**src/rtl/pmem_rr_arbiter.sv**
```systemverilog
// Round-robin arbiter sharing one physical-memory port between the I-cache and D-cache.
// One cacheline transaction at a time; includes a sticky watchdog for stalled memory.
module pmem_rr_arbiter #(
  parameter int ADDR_W  = 32,
  parameter int LINE_W  = 256,
  parameter int TIMEOUT = 1024
) (
  input  logic              clk,
  input  logic              rst,
  input  logic              i_read,
  input  logic [ADDR_W-1:0] i_addr,
  output logic [LINE_W-1:0] i_rdata,
  output logic              i_resp,
  input  logic              d_read,
  input  logic              d_write,
  input  logic [ADDR_W-1:0] d_addr,
  input  logic [LINE_W-1:0] d_wdata,
  output logic [LINE_W-1:0] d_rdata,
  output logic              d_resp,
  output logic              pmem_read,
  output logic              pmem_write,
  output logic [ADDR_W-1:0] pmem_addr,
  output logic [LINE_W-1:0] pmem_wdata,
  input  logic [LINE_W-1:0] pmem_rdata,
  input  logic              pmem_resp,
  output logic              pmem_err,
  output logic [2:0]        dbg_state
);

  typedef enum logic [2:0] {
    IDLE   = 3'd0,
    BUSY_I = 3'd1,
    BUSY_D = 3'd2,
    DONE_I = 3'd3,
    DONE_D = 3'd4
  } state_t;

  localparam int CNT_W = $clog2(TIMEOUT + 1);

  state_t             state;
  state_t             state_nxt;
  logic               grant_i;
  logic               grant_d;
  logic               last_grant_d;
  logic               d_op_wr;
  logic [CNT_W-1:0]   wd_cnt;
  logic               busy;

  // Handshake: each cache holds its request until its one-cycle resp; memory
  // sees a strobe held until pmem_resp, which is only honoured while BUSY.
  always_comb begin
    state_nxt = state;
    grant_i   = 1'b0;
    grant_d   = 1'b0;
    case (state)
      IDLE: begin
        if (i_read && (d_read || d_write)) begin
          grant_i = last_grant_d;
          grant_d = !last_grant_d;
        end else begin
          grant_i = i_read;
          grant_d = d_read || d_write;
        end
        if (grant_i)      state_nxt = BUSY_I;
        else if (grant_d) state_nxt = BUSY_D;
      end
      BUSY_I:  if (pmem_resp) state_nxt = DONE_I;
      BUSY_D:  if (pmem_resp) state_nxt = DONE_D;
      DONE_I:  state_nxt = IDLE;
      DONE_D:  state_nxt = IDLE;
      default: state_nxt = IDLE;
    endcase
  end

  assign busy = (state == BUSY_I) || (state == BUSY_D);

  always_ff @(posedge clk or negedge rst) begin
    if (!rst) begin
      state        <= IDLE;
      last_grant_d <= 1'b1;
      d_op_wr      <= 1'b0;
      pmem_addr    <= '0;
      pmem_wdata   <= '0;
      i_rdata      <= '0;
      d_rdata      <= '0;
      wd_cnt       <= '0;
      pmem_err     <= 1'b0;
    end else begin
      state <= state_nxt;
      if (grant_i || grant_d) begin
        last_grant_d <= grant_d;
        pmem_addr    <= grant_d ? d_addr : i_addr;
        wd_cnt       <= '0;
      end
      // d_write dominates the illegal read+write combination.
      if (grant_d) begin
        pmem_wdata <= d_wdata;
        d_op_wr    <= d_write;
      end
      if (busy) begin
        if (pmem_resp) begin
          if (state == BUSY_I)  i_rdata <= pmem_rdata;
          else if (!d_op_wr)    d_rdata <= pmem_rdata;
        end else if (wd_cnt != CNT_W'(TIMEOUT)) begin
          wd_cnt <= wd_cnt + 1'b1;
          if (wd_cnt == CNT_W'(TIMEOUT - 1)) pmem_err <= 1'b1;
        end
      end
    end
  end

  // Outputs decode straight from flops, so reset drops the strobes immediately.
  assign pmem_read  = (state == BUSY_I) || ((state == BUSY_D) && !d_op_wr);
  assign pmem_write = (state == BUSY_D) && d_op_wr;
  assign i_resp     = (state == DONE_I);
  assign d_resp     = (state == DONE_D);
  assign dbg_state  = state;

endmodule

```
**config.mk**
```make
export PLATFORM = sky130hd
export DESIGN_NAME = pmem_rr_arbiter
export DESIGN_NICKNAME = d
export VERILOG_FILES = /design/src/rtl/pmem_rr_arbiter.sv
export SDC_FILE = /design/constraint.sdc
export NUM_CORES = 1
export LEC_CHECK = 0
export BUFFER_PORTS_ARGS = -buffer_cell sky130_fd_sc_hd__buf_2
export CAP_MARGIN = 20
export CORE_AREA = 2 2 549 551
export DETAILED_ROUTE_END_ITERATION = 10
export DIE_AREA = 0 0 551 553
export GPL_ROUTABILITY_DRIVEN = 0
export PLACE_DENSITY = 0.3
export SLEW_MARGIN = 20
export SYNTH_ARGS = -nofsm -noshare
export SYNTH_HDL_FRONTEND = slang
export SYNTH_SLANG_ARGS = --single-unit
```
**constraint.sdc**
```tcl
create_clock -name clk -period 1.7 [get_ports clk]
set_input_delay 0.085 -clock clk [delete_from_list [all_inputs] [get_ports clk]]
set_output_delay 0.085 -clock clk [all_outputs]
set_load 0.02 [all_outputs]
```
# Yosys cells after proc, flatten, opt, wreduce, memory -nomap -nowiden

Index checks and enable logic that the tools add are counted.

Logic and storage cells: 52
Input bits: 582
Bits in registers: 817
Output and inout port bits: 808

Add/subtract/negate cells: 1
Muxes and demuxes: 16
Bitwise gates (word level): 3
Eq/ne operators: 9
Reductions and logical operators: 14

Operators with widths:

| kind                                            | count |
|---|---|
| 2-to-1 mux 11 bit                               | 4 |
| 2-to-1 mux 32 bit                               | 1 |
| 2-to-1 mux 3 bit                                | 4 |
| adder 11 x 1 -> 11 bit, second input constant   | 1 |
| == test 11 x 10 -> 1 bit, second input constant | 1 |
| != test 11 bit, second input constant           | 1 |
| case mux 3 bit (3 select lines)                 | 1 |
| AND reduction 4 bit                             | 2 |
| == test 3 x 2 -> 1 bit, second input constant   | 2 |
| 2-to-1 mux 1 bit                                | 6 |
| AND reduction 3 bit                             | 2 |
| logical OR 1 bit                                | 4 |
| != test 2 bit, second input constant            | 2 |
| == test 3 x 1 -> 1 bit, second input constant   | 1 |
| == test 3 bit, second input constant            | 1 |
| logical AND 1 bit                               | 3 |
| logical NOT 3 bit                               | 1 |
| != test 3 bit, second input constant            | 1 |
| inverter 1 bit                                  | 3 |
| logical NOT 1 bit                               | 2 |

# Logic depth before layout (Yosys ltp)

Depth in word-level cells: 10
Gate-level depth with buffers: 8
Gate-level depth less buffers: 6

# Least setup slack after synthesis

OpenSTA, ideal clock, no wires.

Kind: reg2reg
From: reg state[2] (netlist: dbg_state[2])
To: reg d_rdata[115]
Arrival: 1.716 ns
Period minus slack after synthesis: 1.842 ns
Library setup time: 0.125 ns
Path buffers: 4
Required time: 1.575 ns
Path slack: -0.142 ns
Stages on the path, launching flop included: 8
Cell sequence: dfrtp_1 > buf_6 > and4bb_1 > and2b_1 > buf_6 > buf_8 > buf_8 > mux2_4

Word-level cells in the longest chain between the ends: 3
Elaborated cells between the ends (all ways): 5
Classes of those cells: eq/ne: 2; bitwise: 1; reduce/logical: 2

Ends and longest elaborated chain:

| item                                                                    | line    | RTL |
|---|---|---|
| start: declaration                                                      | 40      | `state_t state;` |
| start signal: assignment                                                | 89      | `state <= state_nxt;` |
| == test 3 x 1 -> 1 bit / == test 3 x 2 -> 1 bit (equally long branches) | 75, 102 |  |
| logical OR 1 bit / inverter 1 bit (equally long branches)               | n/a     |  |
| AND reduction 4 bit (no line) *                                         | n/a     |  |
| end signal: assignment                                                  | 103     | `else if (!d_op_wr) d_rdata <= pmem_rdata;` |
| end: declaration                                                        | 18      | `output logic [LINE_W-1:0] d_rdata,` |

Every way passes the cells marked *; elsewhere a longest branch is shown, timed or not.
A chain may end at the register's enable or synchronous reset.

# Worst setup path after layout

From: reg state[0] (netlist: dbg_state[0])
To: reg d_rdata[1]

The elaborated chain is that of the path after synthesis.

==> results by group <==
Worst setup path
  – Kind of critical path: reg -> reg
  – Worst path arrival time: 2970 ps
  – Flop-to-flop setup slack: -560 ps
  – R2r endpoint: d_rdata[1]
  – Crit path required time: ~2400 ps
  – FF-to-FF Start: dbg_state[0]
  – FF-to-FF path depth: 11
  – Worst setup SP type: flop
  – Crit end category: flop
  – Crit-path max FO: 7

Global route
  – Antenna violations before repair: between 100 and 150
  – Overall routing resource usage: 0.129
  – Vias in the first global route: 29334
  – First-pass GRT wire length: 271000 µm
  – Remaining Overflow, GRT: 0
  – Largest net degree at the start of global routing: 87

Final layout
  – Reg area: slightly above 20000 µm²
  – Proportion of layout cells with a drive suffix above 1: 0.596
  – Synth-to-Final Area Change: 90.4%
  – Fin nets: 4989
  – Footprint of the multi-input gates: 12400 µm²
  – Non-Filler Instances: between 8000 and 9000
  – Layout fillers: 32496

Timing
  – Tmin final: around 2300 ps
  – Worst Skew: roughly 63 ps
  – Fin crit share: 1.33
  – RSZ-0062 raised after global routing: true
  – Slew headroom: 0.328
  – Peak Freq: between 0.4 and 0.5 GHz
  – Finish-stage setup viols: 818
  – Max Slew Vio Count: 0
  – Setup TNS: -305770 ps
  – Post-layout worst setup margin: -562 ps
  – Final Hold Vio Count: 0
  – Worst-Margin Slew: roughly 1000 ps

CTS
  – Sink Count: 817
  – CTS H-tree lvls: 3
  – Clock Latency Late Sink: 820 ps
  – Clk slew on worst S/H paths: approximately 60 ps
  – Root buf cell: clkbuf_16
  – Clk buf depth: 4
  – CTS tree: built
  – CTS Buf Count: 111

Synth
  – Post-Syn Area per Cell: 17.5 µm²
  – Number of flops mapped to enable cells by yosys: 0
  – Post-Synth Simple-Gate Area: 0.0131
  – Seq cells post-synth: 817
  – Largest family of logic cells by synthesized area: multiplexers
  – Sequential area share after synthesis: 0.627
  – Yosys cell types: 44
  – Post-synthesis cell count: around 1900
  – Yosys warns: 0
  – Syn Nets: around 2500
  – Multiplexer share of the synthesized area: 0.320
  – Mapped Area: 32600 µm²
  – Adder-cell share of the synthesized area: 0.000767
  – Area share of xor/xnor cells in the synthesized design: 0.000805
  – Synth Flop Type: dfrtp_1
  – Fraction of registers with async set/reset: 1.00
  – Synth Area in Compound Gates: 0.00901

Pwr
  – LEAKAGE: approximately 0.029 µW
  – VDD IR max: 0.833 mV
  – Power Dens Cells: about 2000 nW/µm²

Route
  – 1st-iter DRT viols: between 1000 and 1500
  – DRT antenna net count: 0
  – Vias per cell: 3.16
  – First-pass DRT Iterations: 4
  – Drt drc: 0
  – Routed wire length: 206000 µm
  – Routed len/inst: 24.3 µm
  – Routed vias: roughly 27000

Min path
  – Hold Path Stages: 3
  – Min-Delay Path Class: in -> reg
  – Hold path start: d_wdata[17]
  – WHS Endpoint: pmem_wdata[17]

Placed design
  – DP Cell Count: between 7000 and 8000
  – Port buffer count: 1389
  – HPWL after detailed placement: 161000 µm

Floorplanning
  – # rows: ~200
  – # IOs: 1390
  – Core area: 299000 µm²
  – Horiz. Die Dim: 551 µm
  – Die Ht: ~550 µm
  – Die ar.: 305000 µm²
  – Initial Utilization: 0.109

Outcome
  – Failing checks: setup timing
  – Outcome: finished, violations left

Run
  – Number of max-cap violations: 0
-- cell usage in the layout (no fill, tap or decap), types with 41 or more instances in the layout --
master and instances:
nand2_1 41, clkbuf_16 127, mux2_2 155, buf_12 109
buf_2 1381, buf_4 83, dfrtp_1 814, mux2_4 595
buf_16 43, dlygate4sd3_1 815
-- critical path: stages, from the launching register on --
cell      delay [ps]
dfrtp_1          380
buf_4            140
buf_4            120
and4bb_1         250
and2b_4          160
buf_12           120
buf_12           110
buf_16           130
buf_12           150
buf_4            130
buf_8            130
mux2_4           300
-- state kept, by name (all words and copies together), names as in the netlist --
name,count
i_rdata,256
pmem_wdata,256
pmem_addr,32
last_grant_d,1
d_rdata,256
pmem_err,1
wd_cnt,11
dbg_state,3
d_op_wr,1
-- per-layer routing --
metal / GRT usage / wire length [µm] / part of all wire
met1: 0.157 / 86100 / 0.42
met2: 0.204 / 91700 / 0.44
met3: 0.0650 / 24200 / 0.12
met4: 0.0253 / 3780 / 0.018
met5: 0 / 366 / 0.0018
-- area by class of cell --
type / count / share of cell area
inverter: 5 / 0.000302
multi-input combinational: 945 / 0.199
clock buffer: 161 / 0.0516
sequential: 817 / 0.329
antenna: 27 / 0.00109
timing repair buffer: 2525 / 0.330
clock inverter: 36 / 0.00923
tap: 3958 / 0.0797
-- cell families after synthesis --
| logic type | after synthesis |
|---|---|
| buffers and inverters | 105 |
| adder cells (fa/ha/maj) | 2 |
| AND/OR/NAND/NOR | 84 |
| flip-flops | 817 |
| XOR/XNOR | 3 |
| multiplexers | 805 |
| AO/OA/AOI/OAI | 51 |
-- Yosys cell counts (all sizes together) (3+ instances only) --
library cell  count  area [µm²]
xor2              3        26.3
inv               5        18.8
o31ai             3        22.5
nand4             5        31.3
dfrtp           816       20400
nand2b            3        18.8
nand3             6        30.0
clkbuf            7        26.3
mux2            769       10100
a21o              3        22.5
mux2i            36         360
nor2              7        26.3
nand2            41         154
buf              93         917
and2              3        18.8
o21ai            33         165
a21oi             3        15.0
nor3              7        51.3
o211ai            3        22.5
-- where the power goes --
part           switching, µW  total, µW  internal (µW)
clock                   9810      24700          14900
sequential              5960      35300          29400
combinational          34000      62700          28700
-- metrics by stage --
| step | setup WS (ps) | hold slack, ps | util | power, µW | area (µm²) |
|---|---|---|---|---|---|
| finish | -562 | 85.0 | 0.208 | 123000 | 62100 |
| detailed placement | -365 | 13.3 | 0.153 | 89500 | 45600 |
| global route | -639 | 31.5 | 0.208 | 129000 | 62100 |
| CTS | -660 | 0.257 | 0.206 | 124000 | 61400 |
| global placement | -378 | 12.0 | 0.153 | 89400 | 45600 |
| floorplan | -105 | -211 | - | 65000 | 32800 |
-- worst max-delay path by stage --
| stage | depth (start not counted) | end | from |
|---|---|---|---|
| finish | 11 | d_rdata[1] | dbg_state[0] |
| global placement | 5 | d_rdata[135] | dbg_state[0] |
| global route | 6 | pmem_write | dbg_state[0] |
| CTS | 6 | pmem_write | dbg_state[0] |
| detailed placement | 5 | d_rdata[245] | dbg_state[0] |
| floorplan | 7 | d_rdata[215] | dbg_state[2] |
-- what timing repair did --
item	CTS	global route
setup buffers	96	39
hold endpoints to repair	1632	0
resized for setup	344	253
endpoints found under the setup margin	844	849
gates cloned	55	18
hold buffers	815	0
pin swaps	4	10
No activity file was read; power rests on OpenSTA's default activity.
